File: src/rtl/bcd_stopwatch.sv
// BCD stopwatch/timer core: cascaded fraction/second/minute digits, start/stop FSM, lap hold,
// preset alarm. Define BCD_STOPWATCH_COUNTDOWN_EN to add the countdown mode.
module bcd_stopwatch #(
  parameter int unsigned FRAC_DIGITS = 2,
  parameter int unsigned MIN_DIGITS  = 2,
  localparam int unsigned NDIG       = FRAC_DIGITS + 2 + MIN_DIGITS
) (
  input  logic            clk_100mhz,
  input  logic            rst,
  input  logic            tick,
  input  logic            start,
  input  logic            stop,
  input  logic            lap,
  input  logic            clear,
  input  logic            load,
  input  logic            down,
  input  logic [4*NDIG-1:0] preset_bcd,
  output logic [4*NDIG-1:0] disp_bcd,
  output logic            time_out,
  output logic            running,
  output logic            lap_active,
  output logic            ovf
);

  typedef enum logic [1:0] {StIdle, StRun, StStop, StDone} state_e;

  state_e              state_q, state_d;
  logic [4*NDIG-1:0]   count_q, count_d;
  logic [4*NDIG-1:0]   disp_q, disp_d;
  logic [4*NDIG-1:0]   preset_q, preset_d;
  logic                time_out_q, time_out_d;
  logic                ovf_q, ovf_d;
  logic                lap_q, lap_d;
  logic                mode_down;
  logic                start_ok;
  logic [4*NDIG-1:0]   clamped, inc_val;
  logic                all_max;

  // Seconds-tens is the only base-6 digit.
  function automatic logic [3:0] dmax(input int unsigned i);
    return (i == FRAC_DIGITS + 1) ? 4'd5 : 4'd9;
  endfunction

  always_comb begin
    logic       carry;
    logic [3:0] nib;
    clamped = '0;
    inc_val = '0;
    carry   = 1'b1;
    nib     = '0;
    for (int unsigned i = 0; i < NDIG; i++) begin
      nib = preset_bcd[4*i +: 4];
      clamped[4*i +: 4] = (nib > dmax(i)) ? dmax(i) : nib;
      nib = count_q[4*i +: 4];
      if (carry && nib >= dmax(i)) begin
        inc_val[4*i +: 4] = 4'd0;
      end else if (carry) begin
        inc_val[4*i +: 4] = nib + 4'd1;
        carry = 1'b0;
      end else begin
        inc_val[4*i +: 4] = nib;
      end
    end
    // Carry out of the top digit means every digit is at its maximum.
    all_max = carry;
  end

`ifdef BCD_STOPWATCH_COUNTDOWN_EN
  logic              mode_q, mode_d;
  logic [4*NDIG-1:0] dec_val;

  always_comb begin
    logic       borrow;
    logic [3:0] nib;
    dec_val = '0;
    borrow  = 1'b1;
    nib     = '0;
    for (int unsigned i = 0; i < NDIG; i++) begin
      nib = count_q[4*i +: 4];
      if (borrow && nib == 4'd0) begin
        dec_val[4*i +: 4] = dmax(i);
      end else if (borrow) begin
        dec_val[4*i +: 4] = nib - 4'd1;
        borrow = 1'b0;
      end else begin
        dec_val[4*i +: 4] = nib;
      end
    end
  end

  assign mode_down = mode_q;
  assign start_ok  = !(down && count_q == '0);
`else
  logic unused_down;
  assign unused_down = down;
  assign mode_down   = 1'b0;
  assign start_ok    = 1'b1;
`endif

  always_comb begin
    state_d    = state_q;
    count_d    = count_q;
    preset_d   = preset_q;
    time_out_d = time_out_q;
    ovf_d      = ovf_q;
    lap_d      = lap_q;
    disp_d     = lap_q ? disp_q : count_q;
`ifdef BCD_STOPWATCH_COUNTDOWN_EN
    mode_d     = mode_q;
`endif

    if (!mode_down && preset_q != '0 && count_q == preset_q) time_out_d = 1'b1;

    if (state_q == StRun && tick && !clear && !stop) begin
      if (!mode_down) begin
        if (all_max) begin
          ovf_d   = 1'b1;
          state_d = StDone;
        end else begin
          count_d = inc_val;
        end
      end
`ifdef BCD_STOPWATCH_COUNTDOWN_EN
      else begin
        if (count_q != '0) count_d = dec_val;
        if (count_q == '0 || dec_val == '0) begin
          time_out_d = 1'b1;
          state_d    = StDone;
        end
      end
`endif
    end

    if (clear) begin
      count_d    = '0;
      disp_d     = '0;
      time_out_d = 1'b0;
      ovf_d      = 1'b0;
      lap_d      = 1'b0;
      state_d    = StIdle;
    end else if (load && state_q != StRun) begin
      preset_d   = clamped;
      time_out_d = 1'b0;
      ovf_d      = 1'b0;
      state_d    = StIdle;
      if (mode_down) count_d = clamped;
    end else if (stop) begin
      if (state_q == StRun) state_d = StStop;
    end else if (start) begin
      if ((state_q == StIdle || state_q == StStop) && start_ok) begin
        state_d = StRun;
`ifdef BCD_STOPWATCH_COUNTDOWN_EN
        mode_d  = down;
`endif
      end
    end else if (lap) begin
      lap_d = (state_q == StRun) ? !lap_q : 1'b0;
    end
  end

  always_ff @(posedge clk_100mhz) begin
    if (rst) begin
      state_q    <= StIdle;
      count_q    <= '0;
      disp_q     <= '0;
      preset_q   <= '0;
      time_out_q <= 1'b0;
      ovf_q      <= 1'b0;
      lap_q      <= 1'b0;
    end else begin
      state_q    <= state_d;
      count_q    <= count_d;
      disp_q     <= disp_d;
      preset_q   <= preset_d;
      time_out_q <= time_out_d;
      ovf_q      <= ovf_d;
      lap_q      <= lap_d;
    end
  end

`ifdef BCD_STOPWATCH_COUNTDOWN_EN
  always_ff @(posedge clk_100mhz) begin
    if (rst) mode_q <= 1'b0;
    else     mode_q <= mode_d;
  end
`endif

  assign disp_bcd   = disp_q;
  assign time_out   = time_out_q;
  assign running    = (state_q == StRun);
  assign lap_active = lap_q;
  assign ovf        = ovf_q;

endmodule
File: config.mk
export PLATFORM = sky130hd
export DESIGN_NAME = bcd_stopwatch
export DESIGN_NICKNAME = d
export VERILOG_FILES = /design/src/rtl/bcd_stopwatch.sv
export SDC_FILE = /design/constraint.sdc
export NUM_CORES = 1
export LEC_CHECK = 0
export CAP_MARGIN = 10
export CORE_MARGIN = 8
export CORE_UTILIZATION = 35
export CTS_BUF_LIST = sky130_fd_sc_hd__clkbuf_2
export DETAILED_ROUTE_END_ITERATION = 7
export PLACE_DENSITY_LB_ADDON = 0.1
export SYNTH_ARGS = -nofsm -noshare
export SYNTH_HDL_FRONTEND = slang
export SYNTH_SLANG_ARGS = --single-unit
File: constraint.sdc
create_clock -name clk_100mhz -period 3.4 [get_ports clk_100mhz]
set_clock_uncertainty 0.1 [all_clocks]
set_input_delay 0.68 -clock clk_100mhz [delete_from_list [all_inputs] [get_ports clk_100mhz]]
set_output_delay 0.68 -clock clk_100mhz [all_outputs]
set_load 0.02 [all_outputs]
==> metrics.json <==
{
  "cts-root-to-sink-buffers": {"value": 2},
  "postLayoutSetupSlackWorst": {"value": 0.6436, "unit": "ns"},
  "synth_top_flop_cell": {"value": "sky130_fd_sc_hd__dfxtp_1"},
  "power.internal": {"value": 1.306, "unit": "mW"},
  "critPathBufInv": {"value": 2},
  "final_cell_count_no_fill": {"value": 627},
  "finalWorstPathRequiredPeriod": {"value": 2.756, "unit": "ns"},
  "viasPerCell": {"value": 5.136},
  "cts_sinks": {"value": 77},
  "floorplan.initialDensity": {"value": 0.3529},
  "max_freq": {"value": 362.8, "unit": "MHz"},
  "synthesis.nets": {"value": 477},
  "setup_repair_after_global_routing_missed_its_margin": {"value": "false"},
  "timing_worst_slew_pin_value": {"value": 0.7629, "unit": "ns"},
  "finalHoldViolCount": {"value": 0},
  "fillCellCount": {"value": 1104},
  "first_pass_grt_wire_length": {"value": 16.42, "unit": "mm"},
  "p_per_area": {"value": 363.5, "unit": "nW/um2"},
  "setup_violations_final": {"value": 0},
  "switching_share": {"value": 0.2299},
  "die_w": {"value": 119.9, "unit": "um"},
  "dp_slack": {"value": 0.3599, "unit": "ns"},
  "outcome": {"value": "completed"},
  "wp_data_arrival": {"value": 1.98, "unit": "ns"},
  "htree_levels": {"value": 3},
  "synth_fa_ha_area_frac": {"value": 0.05966},
  "synth_top_family_by_area": {"value": "simple AND/OR/NAND/NOR gates"},
  "detail_route.wirelength": {"value": 9.592, "unit": "mm"},
  "cp_max_fo": {"value": 27},
  "source_to_sink_clock_delay_at_the_later_pin_of_the_worst_skew_pair": {"value": 0.53, "unit": "ns"},
  "chipHeight": {"value": 119.9, "unit": "um"},
  "drt-initial-drc-count": {"value": 124},
  "timing.final.crit_share": {"value": 0.8107},
  "final_layout_size_suffix_gt1_frac": {"value": 0.06366},
  "critical_path.endpoint_type": {"value": "output port"},
  "comb_power_share": {"value": 0.077},
  "global_route.overflow_total": {"value": 0},
  "synth_enable_flop_cells": {"value": 0},
  "n_antenna_cell": {"value": 0},
  "mostFrequentLayoutCell": {"value": "sky130_fd_sc_hd__dfxtp_1"},
  "drt-wirelength-per-cell": {"value": 15.30, "unit": "um"},
  "root_buffer": {"value": "sky130_fd_sc_hd__clkbuf_2"},
  "path_clk_slew": {"value": 0.23, "unit": "ns"},
  "flow.area_growth_from_synthesis": {"value": 23.60, "unit": "%"},
  "synth-xor-area-share": {"value": 0.05568},
  "place_hpwl": {"value": 7.317, "unit": "mm"},
  "slew-limit-headroom": {"value": 0.4914},
  "fp.dieArea": {"value": 14360, "unit": "um2"},
  "fp-row-count": {"value": 38},
  "leakagePower": {"value": 1.538, "unit": "nW"},
  "io_buffer_count": {"value": 59},
  "count_of_cell_types_in_the_netlist": {"value": 50},
  "power_frac_clock": {"value": 0.374},
  "fraction_of_the_mapped_netlist_area_in_compound_gates": {"value": 0.1342},
  "crit_chain": {"value": "buf_4 > clkdlybuf4s50_1"},
  "grt_max_degree": {"value": 32},
  "worst_path_largest_cell_delay": {"value": 0.69, "unit": "ns"},
  "core_area": {"value": 10700, "unit": "um2"},
  "most-common-layout-cells": {"value": "sky130_fd_sc_hd__dfxtp_1, sky130_fd_sc_hd__clkdlybuf4s50_1, sky130_fd_sc_hd__nor2_1"},
  "cts.hold.buffers_added": {"value": 0},
  "nNetsFinal": {"value": 534},
  "report.final.slew_viol_count": {"value": 0},
  "avgSynthCellArea": {"value": 8.861, "unit": "um2"},
  "detail-route-antenna-nets": {"value": 0},
  "worst-endpoint-required": {"value": 2.62, "unit": "ns"},
  "detailroute.via_count": {"value": 3220},
  "tritoncts": {"value": "yes"},
  "drc_errors": {"value": 0},
  "boundaryPins": {"value": 61},
  "yosys_warnings": {"value": 0},
  "cts_made_buffers": {"value": 9},
  "cpMaxStageDelayCell": {"value": "sky130_fd_sc_hd__clkdlybuf4s50_1"},
  "synth_mux_area_frac": {"value": 0.06629},
  "first_pass_iters": {"value": 4},
  "cts_resized": {"value": 0},
  "worst_case_vdd_ir_drop": {"value": 0.1685, "unit": "mV"},
  "post_cts.repair.setup_buffers": {"value": 0},
  "worst_hold_path_type": {"value": "flop to flop"},
  "timing_worst_setup_path_type": {"value": "flop to output port"},
  "ys_async_sr_fraction": {"value": 0},
  "worst_setup_path_start_kind": {"value": "flop"},
  "setup_tns": {"value": 0, "unit": "ns"},
  "synth-simple-area-share": {"value": 0.2396},
  "netlist_instances": {"value": 426},
  "total_switching_power": {"value": 0.3900, "unit": "mW"},
  "grt_use_total": {"value": 0.1397},
  "pwr-share-seq": {"value": 0.549},
  "ys_ff_latch": {"value": 77},
  "max_cap_viol_count": {"value": 0},
  "placed_cell_count": {"value": 612},
  "synth-seq-area-share": {"value": 0.4084},
  "syn-cell-area": {"value": 3775, "unit": "um2"},
  "critical-path-top-delay-family": {"value": "buffers and inverters"},
  "first_global_vias": {"value": 3173},
  "gp_congestion": {"value": 0.7901},
  "antenna_found_initial": {"value": 0}
}
per-stage QoR:
step | hold slack, ns | util | total power [mW] | instance area [um2]
after CTS | 0.4061 | 0.4361 | 1.720 | 4666
after global placement | 0.3719 | 0.4219 | 1.080 | 4513
after floorplan | 0.3573 | - | 1.016 | 3775
final | 0.4013 | 0.4361 | 1.696 | 4666
after detailed placement | 0.3726 | 0.4219 | 1.082 | 4513
after global routing | 0.4212 | 0.4361 | 1.777 | 4666
tightest hold or removal path: cells and delay by family (launching register included):
kind | cells | cell delay (ns)
flops | 1 | 0.38
compound gates | 1 | 0.05
simple gates | 1 | 0.06
cell usage after synthesis, types with 3 or more instances:
master | count | share of area
sky130_fd_sc_hd__nor3b_1 | 3 | 0.0060
sky130_fd_sc_hd__nand2_1 | 34 | 0.034
sky130_fd_sc_hd__or3b_1 | 3 | 0.0070
sky130_fd_sc_hd__nand3b_1 | 11 | 0.022
sky130_fd_sc_hd__nand3_1 | 8 | 0.011
sky130_fd_sc_hd__and3_1 | 3 | 0.0050
sky130_fd_sc_hd__dfxtp_1 | 77 | 0.41
sky130_fd_sc_hd__inv_1 | 15 | 0.015
sky130_fd_sc_hd__nor3_1 | 16 | 0.021
sky130_fd_sc_hd__o21a_1 | 5 | 0.0099
sky130_fd_sc_hd__and4_1 | 5 | 0.012
sky130_fd_sc_hd__a21oi_1 | 33 | 0.044
sky130_fd_sc_hd__a31oi_1 | 6 | 0.0099
sky130_fd_sc_hd__nor4_1 | 7 | 0.012
sky130_fd_sc_hd__o21ai_0 | 11 | 0.015
sky130_fd_sc_hd__nor2_1 | 50 | 0.050
sky130_fd_sc_hd__buf_1 | 5 | 0.0050
sky130_fd_sc_hd__nand4_1 | 14 | 0.023
sky130_fd_sc_hd__mux2i_1 | 25 | 0.066
sky130_fd_sc_hd__ha_1 | 18 | 0.060
sky130_fd_sc_hd__clkbuf_1 | 13 | 0.013
sky130_fd_sc_hd__and2_1 | 4 | 0.0066
sky130_fd_sc_hd__xnor2_1 | 24 | 0.056
final timing paths:
| kind | from | to | slack (ns) | depth (start not counted) |
|---|---|---|---|---|
| max reg2reg | count_q[13] | count_q[15] | 0.77 | 7 |
| min | preset_q[1] | preset_q[1] | 0.40 | 2 |
| max | lap_active | lap_active | 0.64 | 2 |
| min reg2reg | preset_q[1] | preset_q[1] | 0.40 | 2 |
registers in the layout, summed over array words and instances (netlist names):
register	count
preset_q	24
count_q	24
disp_bcd	24
ovf	1
state_q	2
time_out	1
lap_active	1
cell families after synthesis:
logic type      after synthesis
buf+inv                      35
flops                        77
compound gates               76
fa+ha+maj                    18
simple gates                171
mux                          25
xor+xnor                     24
power by group through the flow:
stage,combinational [mW],sequential [mW],clock (mW)
4_1_cts,0.132,0.932,0.656
3_3_place_gp,0.131,0.950,0
6_report,0.130,0.932,0.634
5_1_grt,0.145,0.935,0.698
3_5_place_dp,0.132,0.950,0
2_1_floorplan,0.0706,0.945,0
layout make-up:
cell class	instances	area, um2	area share
flip-flops and latches	77	1541	0.3304
clock inverters	4	97.59	0.02092
repair buffers	66	643.1	0.1378
inverters	15	56.30	0.01207
clock buffers	11	55.05	0.01180
well taps	140	175.2	0.03754
multi-input cells	314	2097	0.4495
layer usage:
metal	up-vias	GRT usage	part of all wire	wire [um]
li1	1638	-	-	-
met1	1501	0.1847	0.51	4851
met2	71	0.2127	0.44	4201
met3	10	0.03664	0.042	406
met4	0	0.05543	0.014	133
met5	-	0	0	0
Note: power is estimated with default switching activity, not from simulation.
